[src/rtl/interp_mac_scheduler.sv]
// Serial 8-tap interpolation scheduler sharing one MCM tap bank, one tap per cycle.
// Optional output clip to [0, 2^BIT_DEPTH-1] when INTERP_CLIP_EN is defined.
module interp_mac_scheduler #(
  parameter int         BIT_DEPTH = 8,
  parameter logic [7:0] TAP_NEG   = 8'b1010_0101
) (
  input  logic        clk,
  input  logic        rst,
  input  logic        in_valid,
  output logic        in_ready,
  input  logic [15:0] in_data,
  input  logic [3:0]  in_frac,
  input  logic        in_sol,
  output logic [31:0] mcm_x,
  output logic [2:0]  mcm_tap,
  output logic [3:0]  mcm_frac,
  input  logic [31:0] mcm_y,
  output logic        out_valid,
  input  logic        out_ready,
  output logic [15:0] out_data
);

  typedef enum logic [1:0] {S_IDLE, S_MAC, S_OUT} state_e;

  state_e             state_q, state_d;
  logic [15:0]        win_q [8];
  logic [15:0]        win_d [8];
  logic [3:0]         cnt_q, cnt_d;
  logic signed [31:0] acc_q, acc_d;
  logic [2:0]         tap_q, tap_d;
  logic [3:0]         frac_q, frac_d;
  logic               out_valid_q, out_valid_d;
  logic [15:0]        out_data_q, out_data_d;

  logic               accept;
  logic signed [31:0] acc_next;
  logic [15:0]        result;

  assign in_ready  = (state_q == S_IDLE) && !rst;
  assign accept    = in_valid && in_ready;
  assign out_valid = out_valid_q;
  assign out_data  = out_data_q;

  // The bank is combinational, so its operands are decoded straight from state.
  always_comb begin
    mcm_x    = '0;
    mcm_tap  = '0;
    mcm_frac = '0;
    if (state_q == S_MAC) begin
      mcm_x    = {{16{win_q[tap_q][15]}}, win_q[tap_q]};
      mcm_tap  = tap_q;
      mcm_frac = frac_q;
    end
  end

  assign acc_next = TAP_NEG[tap_q] ? acc_q - $signed(mcm_y) : acc_q + $signed(mcm_y);

`ifdef INTERP_CLIP_EN
  localparam int PIX_MAX = (1 << BIT_DEPTH) - 1;
  logic signed [31:0] rounded;
  assign rounded = (acc_next + 32'sd32) >>> 6;
  always_comb begin
    if (rounded < 0)
      result = '0;
    else if (rounded > PIX_MAX)
      result = PIX_MAX[15:0];
    else
      result = rounded[15:0];
  end
`else
  assign result = 16'((acc_next + 32'sd32) >>> 6);
`endif

  // NOTE: every _d gets its _q as a default first so no path leaves a latch.
  always_comb begin
    state_d     = state_q;
    win_d       = win_q;
    cnt_d       = cnt_q;
    acc_d       = acc_q;
    tap_d       = tap_q;
    frac_d      = frac_q;
    out_valid_d = out_valid_q;
    out_data_d  = out_data_q;
    case (state_q)
      S_IDLE: begin
        if (accept) begin
          for (int k = 0; k < 7; k++)
            win_d[k] = in_sol ? 16'd0 : win_q[k+1];
          win_d[7] = in_data;
          cnt_d    = in_sol ? 4'd1 : ((cnt_q == 4'd8) ? 4'd8 : cnt_q + 4'd1);
          if (cnt_d == 4'd8) begin
            if (in_frac == 4'd0) begin
              out_data_d  = win_d[3];
              out_valid_d = 1'b1;
              state_d     = S_OUT;
            end else begin
              acc_d   = '0;
              tap_d   = '0;
              frac_d  = in_frac;
              state_d = S_MAC;
            end
          end
        end
      end
      S_MAC: begin
        acc_d = acc_next;
        tap_d = tap_q + 3'd1;
        if (tap_q == 3'd7) begin
          out_data_d  = result;
          out_valid_d = 1'b1;
          state_d     = S_OUT;
        end
      end
      S_OUT: begin
        if (out_ready) begin
          out_valid_d = 1'b0;
          state_d     = S_IDLE;
        end
      end
      default: state_d = S_IDLE;
    endcase
  end

  // NOTE: the window is reset explicitly because a reset must discard any partial line.
  always_ff @(posedge clk) begin
    if (rst) begin
      state_q     <= S_IDLE;
      for (int k = 0; k < 8; k++) win_q[k] <= '0;
      cnt_q       <= '0;
      acc_q       <= '0;
      tap_q       <= '0;
      frac_q      <= '0;
      out_valid_q <= 1'b0;
      out_data_q  <= '0;
    end else begin
      state_q     <= state_d;
      win_q       <= win_d;
      cnt_q       <= cnt_d;
      acc_q       <= acc_d;
      tap_q       <= tap_d;
      frac_q      <= frac_d;
      out_valid_q <= out_valid_d;
      out_data_q  <= out_data_d;
    end
  end

endmodule

[config.mk]
export PLATFORM = sky130hd
export DESIGN_NAME = interp_mac_scheduler
export DESIGN_NICKNAME = d
export VERILOG_FILES = /design/src/rtl/interp_mac_scheduler.sv
export SDC_FILE = /design/constraint.sdc
export NUM_CORES = 1
export LEC_CHECK = 0
export BUFFER_PORTS_ARGS = -buffer_cell sky130_fd_sc_hd__buf_4
export CORE_AREA = 2 2 164 166
export CTS_CLUSTER_SIZE = 20
export DETAILED_ROUTE_END_ITERATION = 8
export DIE_AREA = 0 0 166 168
export SKIP_LAST_GASP = 1
export SYNTH_ARGS = -nofsm -noshare
export SYNTH_HDL_FRONTEND = slang
export SYNTH_SLANG_ARGS = --single-unit
[constraint.sdc]
create_clock -name clk -period 4.72 [get_ports clk]
set_clock_uncertainty 0.15 [all_clocks]
set_input_delay 0.944 -clock clk [delete_from_list [all_inputs] [get_ports clk]]
set_output_delay 0.944 -clock clk [all_outputs]
set_load 0.01 [all_outputs]
**Yosys cells after proc, flatten, opt, wreduce, memory -nomap -nowiden**

Memory sizes are Yosys's and may differ from the RTL's. A register that Yosys moved wholly into a read port is not among the register bits.
Index checks and enable logic that the tools add are counted.

- Bits in registers: 190
- Latch bits: 0
- Memory bits (writable): 0
- Bits in read-only memories: 8
- Input bits: 57
- Output and inout port bits: 57
- Logic and storage cells: 93
- Memories kept: 1

Memories:

| name | words | bits a word | rd ports | clocked after memory_dff | write ports | RTL line | text |
|---|---|---|---|---|---|---|---|
| (name not given) | 8 | 1 | 1 | 1 | 0 | 56 | `assign acc_next = TAP_NEG[tap_q] ? acc_q - $signed(mcm_y) : acc_q + $signed(mcm_y);` |

- Add/sub/neg operators: 5
- $mul: 0
- Div/mod/pow operators: 0
- $lt $le $gt $ge: 2
- Eq/ne operators: 11
- Shifts and indexed selects: 0
- Mux-type cells: 44
- Bitwise gates (word level): 2
- Reduce and logical (&&, ||, !) cells: 13

Operator list:

| cell | count |
|---|---|
| 16-bit two-way mux | 13 |
| 32-bit two-way mux | 5 |
| 32-bit case mux with 2 select lines | 1 |
| 16-bit binary-select mux with 3-bit select | 1 |
| 32-bit adder | 1 |
| 16-bit case mux with 2 select lines | 1 |
| 32-bit subtractor | 1 |
| 22-bit by 7-bit adder with 22-bit output, second input constant | 1 |
| 3-bit two-way mux | 6 |
| 4-bit two-way mux | 3 |
| 4-bit AND reduction | 3 |
| 2-bit two-way mux | 5 |
| 4-bit == test, second input constant | 2 |
| 1-bit two-way mux | 6 |
| 2-bit by 1-bit != test with 1-bit output, second input constant | 3 |
| 2-bit != test, second input constant | 3 |
| 2-bit case mux with 3 select lines | 1 |
| 3-bit case mux with 2 select lines | 1 |
| 6-bit AND reduction | 1 |
| 5-bit AND reduction | 1 |
| 4-bit by 1-bit adder with 4-bit output, second input constant | 1 |
| 4-bit greater-or-equal comparator, second input constant | 1 |
| 4-bit zero test | 1 |
| 3-bit by 4-bit less-than comparator with 1-bit output, second input constant | 1 |
| other kinds (13) | 14 |

**Logic depth before layout (Yosys ltp)**

- Depth after elaboration: 9
- Depth in mapped cells: 19
- Depth with buffers taken out: 19

**Least setup slack after synthesis**

OpenSTA, ideal clock, no wires.

- Path kind: input -> register
- Start: input mcm_y[5]
- End: register out_data_q[12], in the netlist out_data[12]
- Setup time: 0.132 ns
- Arrival time: 4.333 ns
- Data required time: 4.438 ns
- Setup slack: 0.104 ns
- Cell stages on the path: 16
- Path buffers: 1
- Cell sequence: or3_1 nor3b_1 nor2b_1 nor2_1 xnor2_1 ha_1 buf_2 a21oi_1 o21ai_2 a221oi_2 o221ai_4 xor2_2 nand3_2 or4_1 nand4_1 a21oi_1

- Cells in the longest elaborated chain, start to end: 5
- Elaborated cells between the ends (all ways): 6
- Those cells by class: add/sub (3); mux (3)

RTL lines:

| item | RTL line | text |
|---|---|---|
| from (decl) | 17 | `input logic [31:0] mcm_y,` |
| 32-bit adder / 32-bit subtractor (equally long branches) | 56 |  |
| 32-bit two-way mux * | 56 |  |
| 22-bit by 7-bit adder with 22-bit output * | 71 | `assign result = 16'((acc_next + 32'sd32) >>> 6);` |
| 16-bit two-way mux * | 108 | `if (tap_q == 3'd7) begin` |
| 16-bit case mux with 2 select lines * | 84 | `case (state_q)` |
| to (signal assigned) | 143 | `out_data_q <= out_data_d;` |
| to (decl) | 33 | `logic [15:0] out_data_q, out_data_d;` |

Every way passes the cells marked *; elsewhere a longest branch is shown, timed or not. The select of a mux whose other input is x is not followed.
A chain may end at the register's enable or synchronous reset.

**Worst setup path after layout**

Same ends and word-level chain as after synthesis.

==> flow_summary.yaml <==
worst_setup_path:
  worstPathRequired_ns: 4.85
  start_kind: "input pin"
  arrival_ns: 4.57
  cp_max_fo: 6
  r2r_cells: 16
  crit_type: "input pin to flop"
  worstSetupEndpointType: "flop"
  r2r_slack_ns: 0.90
  r2r-end: "out_data[5]$_SDFFE_PP0P_"
logic_synthesis:
  ys.flop_type: "dfxtp_1"
  synth_edf_count: 0
  syn_nets: 1320
  synth_area_leaders: "dfxtp_1, nand3b_1, a21oi_1, mux4_2, nand2_1"
  ys_warn_count: 0
  syn-instance-count: 1235
  ys_seq_area_frac: 0.351
  yosysTopAreaCell: "dfxtp_1"
  synth_cell_type_count: 79
  syn_avg_cell_area_sq_um: 8.35
  yosys_register_bits: 181
  synthArstFlopShare: 0
  synth_top_area_frac: 0.351
  yosys-top-cells-count: "nand2_1, dfxtp_1, a21oi_1"
  netlist_area_sq_um: 10300
  synthMostInstantiatedCell: "nand2_1"
global_route:
  grtUsageTotal: 0.194
  antenna_found_initial: 0
  grt_first_pass_wirelength_microns: 44200
  grt_pass1_vias: 8398
  grt_overflow: 0
  grt_max_degree: 115
route:
  vias: 9052
  drc: 0
  drt_iter0_markers: 647
  wire_per_inst_microns: 16.3
  final_antenna_net_count: 0
  first_pass_iters: 5
  routed_wl_microns: 27600
  viasPerCell: 5.37
outcome:
  status: "finished clean"
hold_path:
  hold_end: "win_q[115]$_SDFFE_PP0P_"
  hold_start: "win_q[115]$_SDFFE_PP0P_"
  hold_path_depth: 2
  min-delay-path-class: "flop to flop"
clock_tree:
  hold_buffers: 0
  htree_levels: 4
  ctsLongestPathBuffers: 2
  postCtsSetupBuffers: 0
  cts_tree: "yes"
  cts_buffers: 17
  cts-resized-gates: 0
  cts_sinks: 181
  clkTransAtPathRegs_ns: 0.07
  clock_latency_ns: 0.44
  cts-root-buf: "clkbuf_16"
place:
  dp_hpwl_microns: 18200
  io_buffers: 103
  pre_cts_ws_ns: -0.145
  place_area_sq_um: 11700
  routabilityCongestion: 0.817
sta:
  hold_viol: 0
  max_freq_ghz: 0.225
  worst_slack_ns: 0.282
  rsz0062_at_grt: "no"
  finalCritPeriodShare: 0.940
  slew_headroom: 0.320
  period_needed_ns: 4.44
  tightest_slew_ns: 1.02
  tns_ns: 0
  slew_viol_final: 0
  finalSetupViolCount: 0
power_and_ir_drop:
  power_density_nw_per_um2: 268
  ir_worst_vdd_v: 0.000209
  p_leak_uw: 0.00459
layout:
  final_design_area_no_fill_sq_um: 12300
  fin_nets: 1418
  antenna_cells: 0
  fin_util: 0.467
  areaGrowthSynthToFinish_pct: 19.4
  drive_above_1_share: 0.214
floorplanning:
  initial_core_util: 0.391
  chipWidth_microns: 166
  dieArea_sq_um: 27900
  die_h_microns: 168
  core_area_sq_um: 26400
  fp-row-count: 60
  io_pins: 114
job:
  drv_cap: 0
==> stage by stage <==
stage	instances	hold slack (ns)	total power [uW]
after floorplan	1235	0.279	1760
final	1687	0.303	3300
after global placement	1655	0.285	1870
after global routing	1687	0.316	3410
after CTS	1687	0.305	3320
after detailed placement	1655	0.295	1870
==> final cells by class <==
cell class	count	area, sq um
well taps	341	427
inverters	17	63.8
repair buffers	189	1420
clock inverters	14	173
fillers	2578	14000
multi-input cells	927	6160
flip-flops and latches	181	3630
clock buffers	18	439
==> placed cells by master (no fill, tap or decap), types with 17 or more instances in the layout <==
cell type and instances:
mux4_2 32, dfxtp_1 179, xnor2_1 35, nand3_1 47
a21oi_1 161, ha_1 27, nand2_1 182, nor2_1 89
o21ai_0 23, buf_4 189, clkbuf_16 17, nand3b_1 113
mux2i_1 24
==> how the worst max path moves through the flow <==
stage	startpoint	end	slack (ns)	depth (start not counted)
detailed placement	mcm_y[5]	out_data[12]$_SDFFE_PP0P_	-0.15	17
global placement	mcm_y[5]	out_data[12]$_SDFFE_PP0P_	-0.11	17
CTS	mcm_y[5]	out_data[12]$_SDFFE_PP0P_	0.30	17
finish	mcm_y[5]	out_data[12]$_SDFFE_PP0P_	0.28	17
floorplan	mcm_y[5]	out_data[12]$_SDFFE_PP0P_	0.10	16
global route	mcm_y[5]	out_data[14]$_SDFFE_PP0P_	0.02	17
==> power by group <==
part / switching [uW] / total (uW) / internal (uW)
registers: 11.3 / 1550 / 1540
logic: 165 / 284 / 119
clock network: 725 / 1460 / 737
total: 901 / 3300 / 2400
==> per-layer routing <==
metal  track usage  wire length, microns
met3        0.0308                  1270
met2         0.313                 12700
met5             0                     0
met1         0.275                 13300
met4        0.0423                   272
==> cells by family after synthesis <==
group,after synthesis,share of synthesized area
compound gates,276,0.164
xor+xnor,41,0.0370
fa+ha+maj,28,0.0347
buf+inv,127,0.0529
flops,181,0.351
mux,57,0.0943
simple gates,525,0.266
==> registers in the layout, summed over array words and instances, names as in the netlist, named ones only <==
name and cells:
frac_q 4, acc_q 22, tap_q 3, cnt_q 4, win_q 128, out_data 16
state_q 2, out_valid 1
==> worst max-delay path, cell delays in order <==
cell	delay, ns
buf_4	0.11
or3_1	0.40
or3_1	0.42
buf_4	0.18
nor3_1	0.17
nor2_1	0.07
xnor2_1	0.13
ha_1	0.34
a21o_1	0.22
a21o_1	0.18
a21oi_1	0.21
inv_1	0.10
o21ai_1	0.22
nand3_2	0.16
or4_1	0.52
nand4_1	0.12
a21oi_1	0.07
No activity file was read; power rests on OpenSTA's default activity.
